[src/rtl/bram_loader_pkg.sv]
// Shared definitions for the BRAM0 loader and its row packer.
// The accessor uses the same state encoding so the controller can
// sequence both blocks with one status decode.
package bram_loader_pkg;

  typedef enum logic [1:0] {
    S_IDLE = 2'd0,
    S_RUN  = 2'd1,
    S_DONE = 2'd2
  } state_t;

  localparam int DWIDTH_DEF = 32;                  // BRAM0 row width
  localparam int LANES      = 4;                   // elements per row
  localparam int LANE_BITS  = 2;                   // width of the lane index
  localparam int ELEM_WIDTH = DWIDTH_DEF / LANES;  // element width (DWIDTH/4)

endpackage

[src/rtl/bram_row_packer.sv]
// Packs stream elements into BRAM rows, LSB byte first.
// Emits a flush strobe on the accept that completes a row or ends the run;
// 'row' then carries the full row with any unfilled upper lanes at zero.
module bram_row_packer
  import bram_loader_pkg::*;
#(
  parameter int EW     = ELEM_WIDTH,
  parameter int DWIDTH = EW * LANES
) (
  input  logic              clk,
  input  logic              reset,
  input  logic              clear,
  input  logic              accept,
  input  logic              last,
  input  logic [EW-1:0]     data,
  output logic [DWIDTH-1:0] row,
  output logic              flush
);

  logic [LANE_BITS-1:0] lane_r;
  logic [DWIDTH-1:0]    pack_r;
  logic [DWIDTH-1:0]    row_s;
  logic                 flush_s;

  // Merge the incoming element into its lane and decide whether the row is finished.
  always_comb begin
    row_s = pack_r;
    case (lane_r)
      2'd0:    row_s[EW-1:0]        = data;
      2'd1:    row_s[2*EW-1:EW]     = data;
      2'd2:    row_s[3*EW-1:2*EW]   = data;
      2'd3:    row_s[4*EW-1:3*EW]   = data;
      default: row_s                = pack_r;
    endcase
    flush_s = accept && ((lane_r == 2'd3) || last);
  end

  // Lane counter and partial-row register; emptied on every flush so a short
  // final row is zero-filled.
  always_ff @(posedge clk) begin
    if (reset || clear) begin
      lane_r <= 2'd0;
      pack_r <= '0;
    end else if (accept) begin
      if (flush_s) begin
        lane_r <= 2'd0;
        pack_r <= '0;
      end else begin
        lane_r <= lane_r + 2'd1;
        pack_r <= row_s;
      end
    end
  end

  assign row   = row_s;
  assign flush = flush_s;

endmodule

[src/rtl/bram_loader.sv]
// Stream-to-BRAM0 writer: accepts run_count_i 8-bit elements, packs four
// per row and writes rows to consecutive addresses from 0, then reports DONE.
module bram_loader
  import bram_loader_pkg::*;
#(
  parameter int CNT_BIT  = 31,
  parameter int DWIDTH   = DWIDTH_DEF,
  parameter int AWIDTH   = 8,
  parameter int MEM_SIZE = 256
) (
  input  logic                clk,
  input  logic                reset,
  input  logic                start_run_i,
  input  logic [CNT_BIT-1:0]  run_count_i,
  input  logic                s_valid_i,
  input  logic [DWIDTH/4-1:0] s_data_i,
  output logic                s_ready_o,
  output logic                idle_o,
  output logic                run_o,
  output logic                done_o,
  output logic [AWIDTH-1:0]   addr_b0_o,
  output logic                ce_b0_o,
  output logic                we_b0_o,
  output logic [DWIDTH-1:0]   d_b0_o
);

  localparam logic [CNT_BIT-1:0] CNT_ONE  = CNT_BIT'(1);
  localparam logic [AWIDTH-1:0]  ROW_ONE  = AWIDTH'(1);
  localparam logic [AWIDTH-1:0]  ROW_LAST = AWIDTH'(MEM_SIZE - 1);

  state_t             state_r;
  state_t             state_nx_s;
  logic [CNT_BIT-1:0] count_r;
  logic [CNT_BIT-1:0] elem_cnt_r;
  logic [AWIDTH-1:0]  row_idx_r;
  logic               ready_s;
  logic               accept_s;
  logic               last_s;
  logic               clear_s;
  logic [DWIDTH-1:0]  row_s;
  logic               flush_s;

  assign ready_s  = (state_r == S_RUN) && (elem_cnt_r < count_r);
  assign accept_s = s_valid_i && ready_s;
  assign last_s   = accept_s && ((elem_cnt_r + CNT_ONE) == count_r);
  assign clear_s  = (state_r == S_IDLE) && start_run_i;

  bram_row_packer #(
    .EW     (DWIDTH / LANES),
    .DWIDTH (DWIDTH)
  ) u_packer (
    .clk    (clk),
    .reset  (reset),
    .clear  (clear_s),
    .accept (accept_s),
    .last   (last_s),
    .data   (s_data_i),
    .row    (row_s),
    .flush  (flush_s)
  );

  // State register.
  always_ff @(posedge clk) begin
    if (reset) begin
      state_r <= S_IDLE;
    end else begin
      state_r <= state_nx_s;
    end
  end

  // Next state: RUN ends once every element is in and the final row write is on the bus.
  always_comb begin
    state_nx_s = state_r;
    case (state_r)
      S_IDLE: begin
        if (start_run_i) begin
          if (run_count_i != '0) begin
            state_nx_s = S_RUN;
          end else begin
            state_nx_s = S_DONE;
          end
        end else begin
          state_nx_s = S_IDLE;
        end
      end
      S_RUN: begin
        if ((elem_cnt_r == count_r) && ce_b0_o) begin
          state_nx_s = S_DONE;
        end else begin
          state_nx_s = S_RUN;
        end
      end
      S_DONE:  state_nx_s = S_IDLE;
      default: state_nx_s = S_IDLE;
    endcase
  end

  // Status decode and stream ready.
  always_comb begin
    idle_o    = (state_r == S_IDLE);
    run_o     = (state_r == S_RUN);
    done_o    = (state_r == S_DONE);
    s_ready_o = ready_s;
  end

  // Run bookkeeping: latched count, accepted-element counter and row index.
  always_ff @(posedge clk) begin
    if (reset) begin
      count_r    <= '0;
      elem_cnt_r <= '0;
      row_idx_r  <= '0;
    end else if (clear_s) begin
      count_r    <= run_count_i;
      elem_cnt_r <= '0;
      row_idx_r  <= '0;
    end else begin
      if (accept_s) begin
        elem_cnt_r <= elem_cnt_r + CNT_ONE;
      end
      if (flush_s) begin
        row_idx_r <= (row_idx_r == ROW_LAST) ? '0 : row_idx_r + ROW_ONE;
      end
    end
  end

  // Registered BRAM0 port: one write cycle per completed row; address and data hold otherwise.
  always_ff @(posedge clk) begin
    if (reset) begin
      ce_b0_o   <= 1'b0;
      we_b0_o   <= 1'b0;
      addr_b0_o <= '0;
      d_b0_o    <= '0;
    end else begin
      ce_b0_o <= flush_s;
      we_b0_o <= flush_s;
      if (flush_s) begin
        addr_b0_o <= row_idx_r;
        d_b0_o    <= row_s;
      end
    end
  end

endmodule

[config.mk]
export PLATFORM = sky130hd
export DESIGN_NAME = bram_loader
export DESIGN_NICKNAME = d
export VERILOG_FILES = /design/src/rtl/bram_loader_pkg.sv /design/src/rtl/bram_row_packer.sv /design/src/rtl/bram_loader.sv
export SDC_FILE = /design/constraint.sdc
export NUM_CORES = 1
export LEC_CHECK = 0
export ABC_CLOCK_PERIOD_IN_PS = 8000
export CORE_ASPECT_RATIO = 1.1
export CORE_MARGIN = 5
export CORE_UTILIZATION = 63
export DETAILED_ROUTE_END_ITERATION = 8
export DONT_BUFFER_PORTS = 1
export HOLD_SLACK_MARGIN = 0.15
export PLACE_DENSITY = 0.87
export RECOVER_POWER = 100
export SLEW_MARGIN = 10
export SYNTH_ARGS = -nofsm -noshare
export SYNTH_HDL_FRONTEND = slang
export SYNTH_SLANG_ARGS = --single-unit
[constraint.sdc]
create_clock -name clk -period 8 [get_ports clk]
set_clock_uncertainty 0.05 [all_clocks]
set_input_delay 2.4 -clock clk [delete_from_list [all_inputs] [get_ports clk]]
set_output_delay 2.4 -clock clk [all_outputs]
set_load 0.01 [all_outputs]
# Word-level counts from Yosys, hierarchy flattened
# Cells that the tools add are included.
dict set report classes {
  n_reduce_logical 12
  order_cmp 1
  n_eq_ne 8
  mux 11
  n_addsub 3
}
# operator count
set ops {}
lappend ops {{31-bit equality test} 2}
lappend ops {{8-bit 2-to-1 mux} 5}
lappend ops {{32-bit 2-to-1 mux} 1}
lappend ops {{31-bit by 1-bit adder with 31-bit output, second input constant} 1}
lappend ops {{31-bit < comparator} 1}
lappend ops {{31-bit nonzero test} 1}
lappend ops {{8-bit by 1-bit adder with 8-bit output, second input constant} 1}
lappend ops {{8-bit equality test, second input constant} 1}
lappend ops {{2-bit 2-to-1 mux} 4}
lappend ops {{2-bit equality test, second input constant} 3}
lappend ops {{1-bit logical AND} 6}
lappend ops {{2-bit by 1-bit equality test with 1-bit output, second input constant} 2}
lappend ops {{2-bit zero test} 2}
lappend ops {{2-bit case mux with 2 select lines} 1}
lappend ops {{2-bit by 1-bit adder with 2-bit output, second input constant} 1}
lappend ops {{1-bit logical OR} 2}
lappend ops {{2-bit OR reduction} 1}
dict set report word_totals {
  input_bits 43
  ff_bits 147
  output_inout_bits 46
  wordCells 44
}

# Longest topological paths before layout
dict set report logic_depth {
  depth_word 7
  ltp_mapped 14
  depth_no_buf 11
}

# Hierarchy
# A second synthesis with hierarchy kept.
dict set report hier_totals {
  hier_cells 914
  hier_area_um2 7891.3
}
# module seq_area_each_um2 n_inst area_per_inst_um2 cells_per_inst
set by_module_without_submodules {}
lappend by_module_without_submodules {bram_loader 2262.2 1 6252.2 766}
lappend by_module_without_submodules {bram_row_packer 680.7 1 1639.1 148}

# Worst setup path before layout
# OpenSTA, ideal clock, no wires.
dict set report synth_timing {
  path_kind {register to output}
  from {register count_r[1]}
  to {output port s_ready_o}
  t_required_ns 5.550
  setup_slack_ns 3.439
  stages_incl_launch_ff 11
  arrival_time_ns 2.111
  n_path_buf 1
  path_cell_list {dfxtp_1 -> inv_1 -> ha_1 -> nor2b_1 -> o21a_1 -> o21a_1 -> o21ai_0 -> a221oi_1 -> o21ai_0 -> clkbuf_1 -> and2_1}
}
dict set report synth_via {
  elab_chain_len 2
}
# element line
set synth_lines {}
lappend synth_lines {{start: declaration} bram_loader.sv:33} ;# logic [CNT_BIT-1:0] count_r;
lappend synth_lines {{start signal: assignment} bram_loader.sv:113} ;# count_r <= run_count_i;
lappend synth_lines {{31-bit < comparator} bram_loader.sv:43} ;# assign ready_s = (state_r == S_RUN) && (elem_cnt_r < count_r);
lappend synth_lines {{1-bit logical AND} bram_loader.sv:43}
lappend synth_lines {{end: declaration} bram_loader.sv:17} ;# output logic s_ready_o,
# No other way between the ends.

# Worst setup path in the final report
dict set report layout_timing {
  from {register elem_cnt_r[8]}
  to {output port s_ready_o}
}
dict set report layout_via {
  elab_chain_len 2
}
# element line
set layout_lines {}
lappend layout_lines {{start: declaration} bram_loader.sv:34} ;# logic [CNT_BIT-1:0] elem_cnt_r;
lappend layout_lines {{start signal: assignment} bram_loader.sv:118} ;# elem_cnt_r <= elem_cnt_r + CNT_ONE;
lappend layout_lines {{31-bit < comparator} bram_loader.sv:43}
lappend layout_lines {{1-bit logical AND} bram_loader.sv:43}
# No other way between the ends.

==> results.md <==
* Pwr/cell area at between 150 and 200 nW/um2
* Worst path required time at between 5 and 6 ns
* Initial DRT Pass Iterations at 5
* Final GP Congestion at 0.942
* Die Y at 130 um
* CP endpoint kind: output pin
* CTS tree: done
* TritonCTS buffer count at 17
* Final instance area at a little under 9000 um2
* Initial drt markers at ~630
* Setup TNS at 0 ns
* Synth Flop Type: dfxtp_1
* Top cells by area, synth: dfxtp_1 (36%), a21oi_1 (5.9%), a311oi_2 (5.6%)
* Highest clock rate at about 0.18 GHz
* Ys async rst share at 0
* Synth top area share at 0.356
* Violated checks: capacitance limit, slew limit
* Mapped Cells at 947
* Antenna Violating Nets Remaining at 0
* Hold crit path type: flop to flop
* Floorplan die width at between 100 and 150 um
* Port Buf Inserts at 0
* Crit path launch type: flop
* Yosys warns at 0
* Total power draw at about 1.7 mW
* CP max stage cell: dfxtp_1
* Slew Limit Fails at 99
* Lkg Pwr at 2.99 nW
* Syn Area/Cell at a little under 9 um2
* Final setup violation count at 0
* Status: finished, violations left
* Worst-Margin Slew at ~2.0 ns
* Cts hold-fix bufs at 0
* Final hold violations at 0
* Dpl hpwl at 14,800 um
* Initial antenna violation count at 0
* #FFs+latches synth at 147
* Die footprint at 15,500 um2
* Period Utilization, post-route at 0.685
* Clock Path Buffers at 2
* CTS root buffer: clkbuf_16
* CTS sink cnt at 147
* Number of global-route vias before repair at approximately 6,800
* First-pass GRT wire length at 34,200 um
* Vias per cell at approximately 6.6
* Util after Layout at 0.669
* Top post-synthesis cells by count: dfxtp_1 (147), nand2_1 (100), a21oi_1 (98), nor2_1 (47)
* Worst endpoint data arrival time at around 3.0 ns
* Share of cells above drive strength 1 at 0.0930
* Routed len/inst at 19.8 um
* RSZ-0062 raised after global routing: no
* Max VDD drop at 0.000157 V
* H-tree Lvls at 4
* Post-synth cell types at 70
* Cts repair resizes at 0
* Core area at 13,000 um2
* Syn Nets at 1,027
* Worst skew pair latency at 0.43 ns
* Post-DP Area at 8180 um2
* Worst Setup Path Type: flop to output pin
* Count leader, synth: dfxtp_1
* DRC Markers at 0
* Routed vias at 7,097
* Post-CTS Setup Bufs at 0
* CP Buf/Inv Count at 1
* Synth-to-Final Area Change at 5.54%
* Starting Density at 0.634
* Io pins at 89
* Post-synthesis sequential area ratio at 0.356
* Rel. slew slack at -0.307
* Diodes inserted at 0
* Min cycle time layout at 5.48 ns
* Drt total wl at 21,300 um
* FP Rows at 44
* Post-synthesis cell area at 8270 um2
* Number of synthesized flops with an enable pin at 0
* Clock-pin slew on the worst setup and hold paths at 0.06 ns
* Fill count at 1,018
* Family with the most delay on the worst path: compound AO/OA/AOI/OAI gates
* # nets final at 981
* Grt ovf at 0
* Largest net degree at the start of global routing at 87
* Max Cap Violations at 3
* Slowest stage delay, CP at approximately 0.56 ns
* Yosys top cell by area: dfxtp_1
* Critical path fanouts, max at 13
* GRT Total Usage at 0.274
* CP Cell Sequence: ha_1 > a21o_1 > a21o_1 > a21oi_1 > o21ai_0 > o21ai_0 > clkbuf_1 > and2_1
worst reg2reg max path, cell delays in order, from the launching register on:
cell      delay (ns)
dfxtp_1         0.44
ha_1            0.27
and3_1          0.28
nand2_1         0.31
or4_1           0.77
mux2_1          0.38
o221ai_1        0.08
a211oi_1        0.12
a31oi_1         1.42
and3_1          0.55
a32o_1          0.19
metrics by stage:
stage	setup WS (ns)	hold WS [ns]	instances
3_3_place_gp	3.29	0.408	1043
6_report	2.52	0.432	1075
5_1_grt	2.40	0.441	1075
2_1_floorplan	3.44	0.391	947
3_5_place_dp	3.30	0.420	1043
4_1_cts	2.80	0.433	1075
per-layer routing:
| layer | global-route usage | wire length (um) | up-vias |
|---|---|---|---|
| met5 | 0 | 0 | - |
| met4 | 0.157 | 989 | 0 |
| met3 | 0.0733 | 1480 | 67 |
| met2 | 0.485 | 10800 | 264 |
| met1 | 0.298 | 8060 | 3410 |
| li1 | - | - | 3356 |
logic make-up (layout without fill, tap and decap cells):
group | count (synthesis) | count (layout) | synth area share
buf+inv | 114 | 81 | 0.0620
mux | 35 | 35 | 0.0430
xor+xnor | 61 | 61 | 0.0655
simple gates | 320 | 320 | 0.199
flops | 147 | 147 | 0.356
fa+ha+maj | 37 | 37 | 0.0560
compound gates | 233 | 233 | 0.219
flip-flops by register name (all words and copies together) (netlist names):
signal	count
d_b0_o	32
u_packer.lane_r	2
row_idx_r	8
we_b0_o	1
addr_b0_o	8
elem_cnt_r	31
u_packer.pack_r	32
count_r	31
state_r	2
layout by cell type (no fill, tap or decap), types with 21 or more instances in the layout:
| cell | n |
|---|---|
| nor2_1 | 45 |
| nand2_1 | 100 |
| a21oi_1 | 98 |
| a32o_1 | 24 |
| dfxtp_1 | 147 |
| mux2i_1 | 34 |
| o21ai_0 | 23 |
| nor4_1 | 21 |
| xnor2_1 | 44 |
| nand3_1 | 30 |
| ha_1 | 37 |
| a311oi_2 | 30 |
| inv_1 | 44 |
| nand4_1 | 28 |
final cells by class:
type	count	area (um2)	area share
Multi-Input combinational cell	686	4800	0.550
Tap cell	161	201	0.0231
Timing Repair Buffer	5	26.3	0.00301
Sequential cell	147	2940	0.337
Clock inverter	14	153	0.0175
Inverter	44	165	0.0189
Clock buffer	18	439	0.0503
power by group:
| part | leakage [nW] | internal (mW) | switching [mW] | total, mW |
|---|---|---|---|---|
| clock | 0.291 | 0.470 | 0.327 | 0.797 |
| sequential | 1.19 | 0.744 | 0.0126 | 0.756 |
| combinational | 1.51 | 0.0455 | 0.0863 | 0.132 |
| total | 2.99 | 1.26 | 0.426 | 1.69 |
path summary, 6_finish.rpt:
check | endpoint | cells after the start | start | slack [ns]
min reg2reg | count_r[13] | 2 | count_r[13] | 0.43
min | count_r[13] | 2 | count_r[13] | 0.43
max | s_ready_o | 8 | elem_cnt_r[8] | 2.52
max reg2reg | u_packer.pack_r[3] | 10 | elem_cnt_r[0] | 3.09
(Power assumes the default switching activity.)
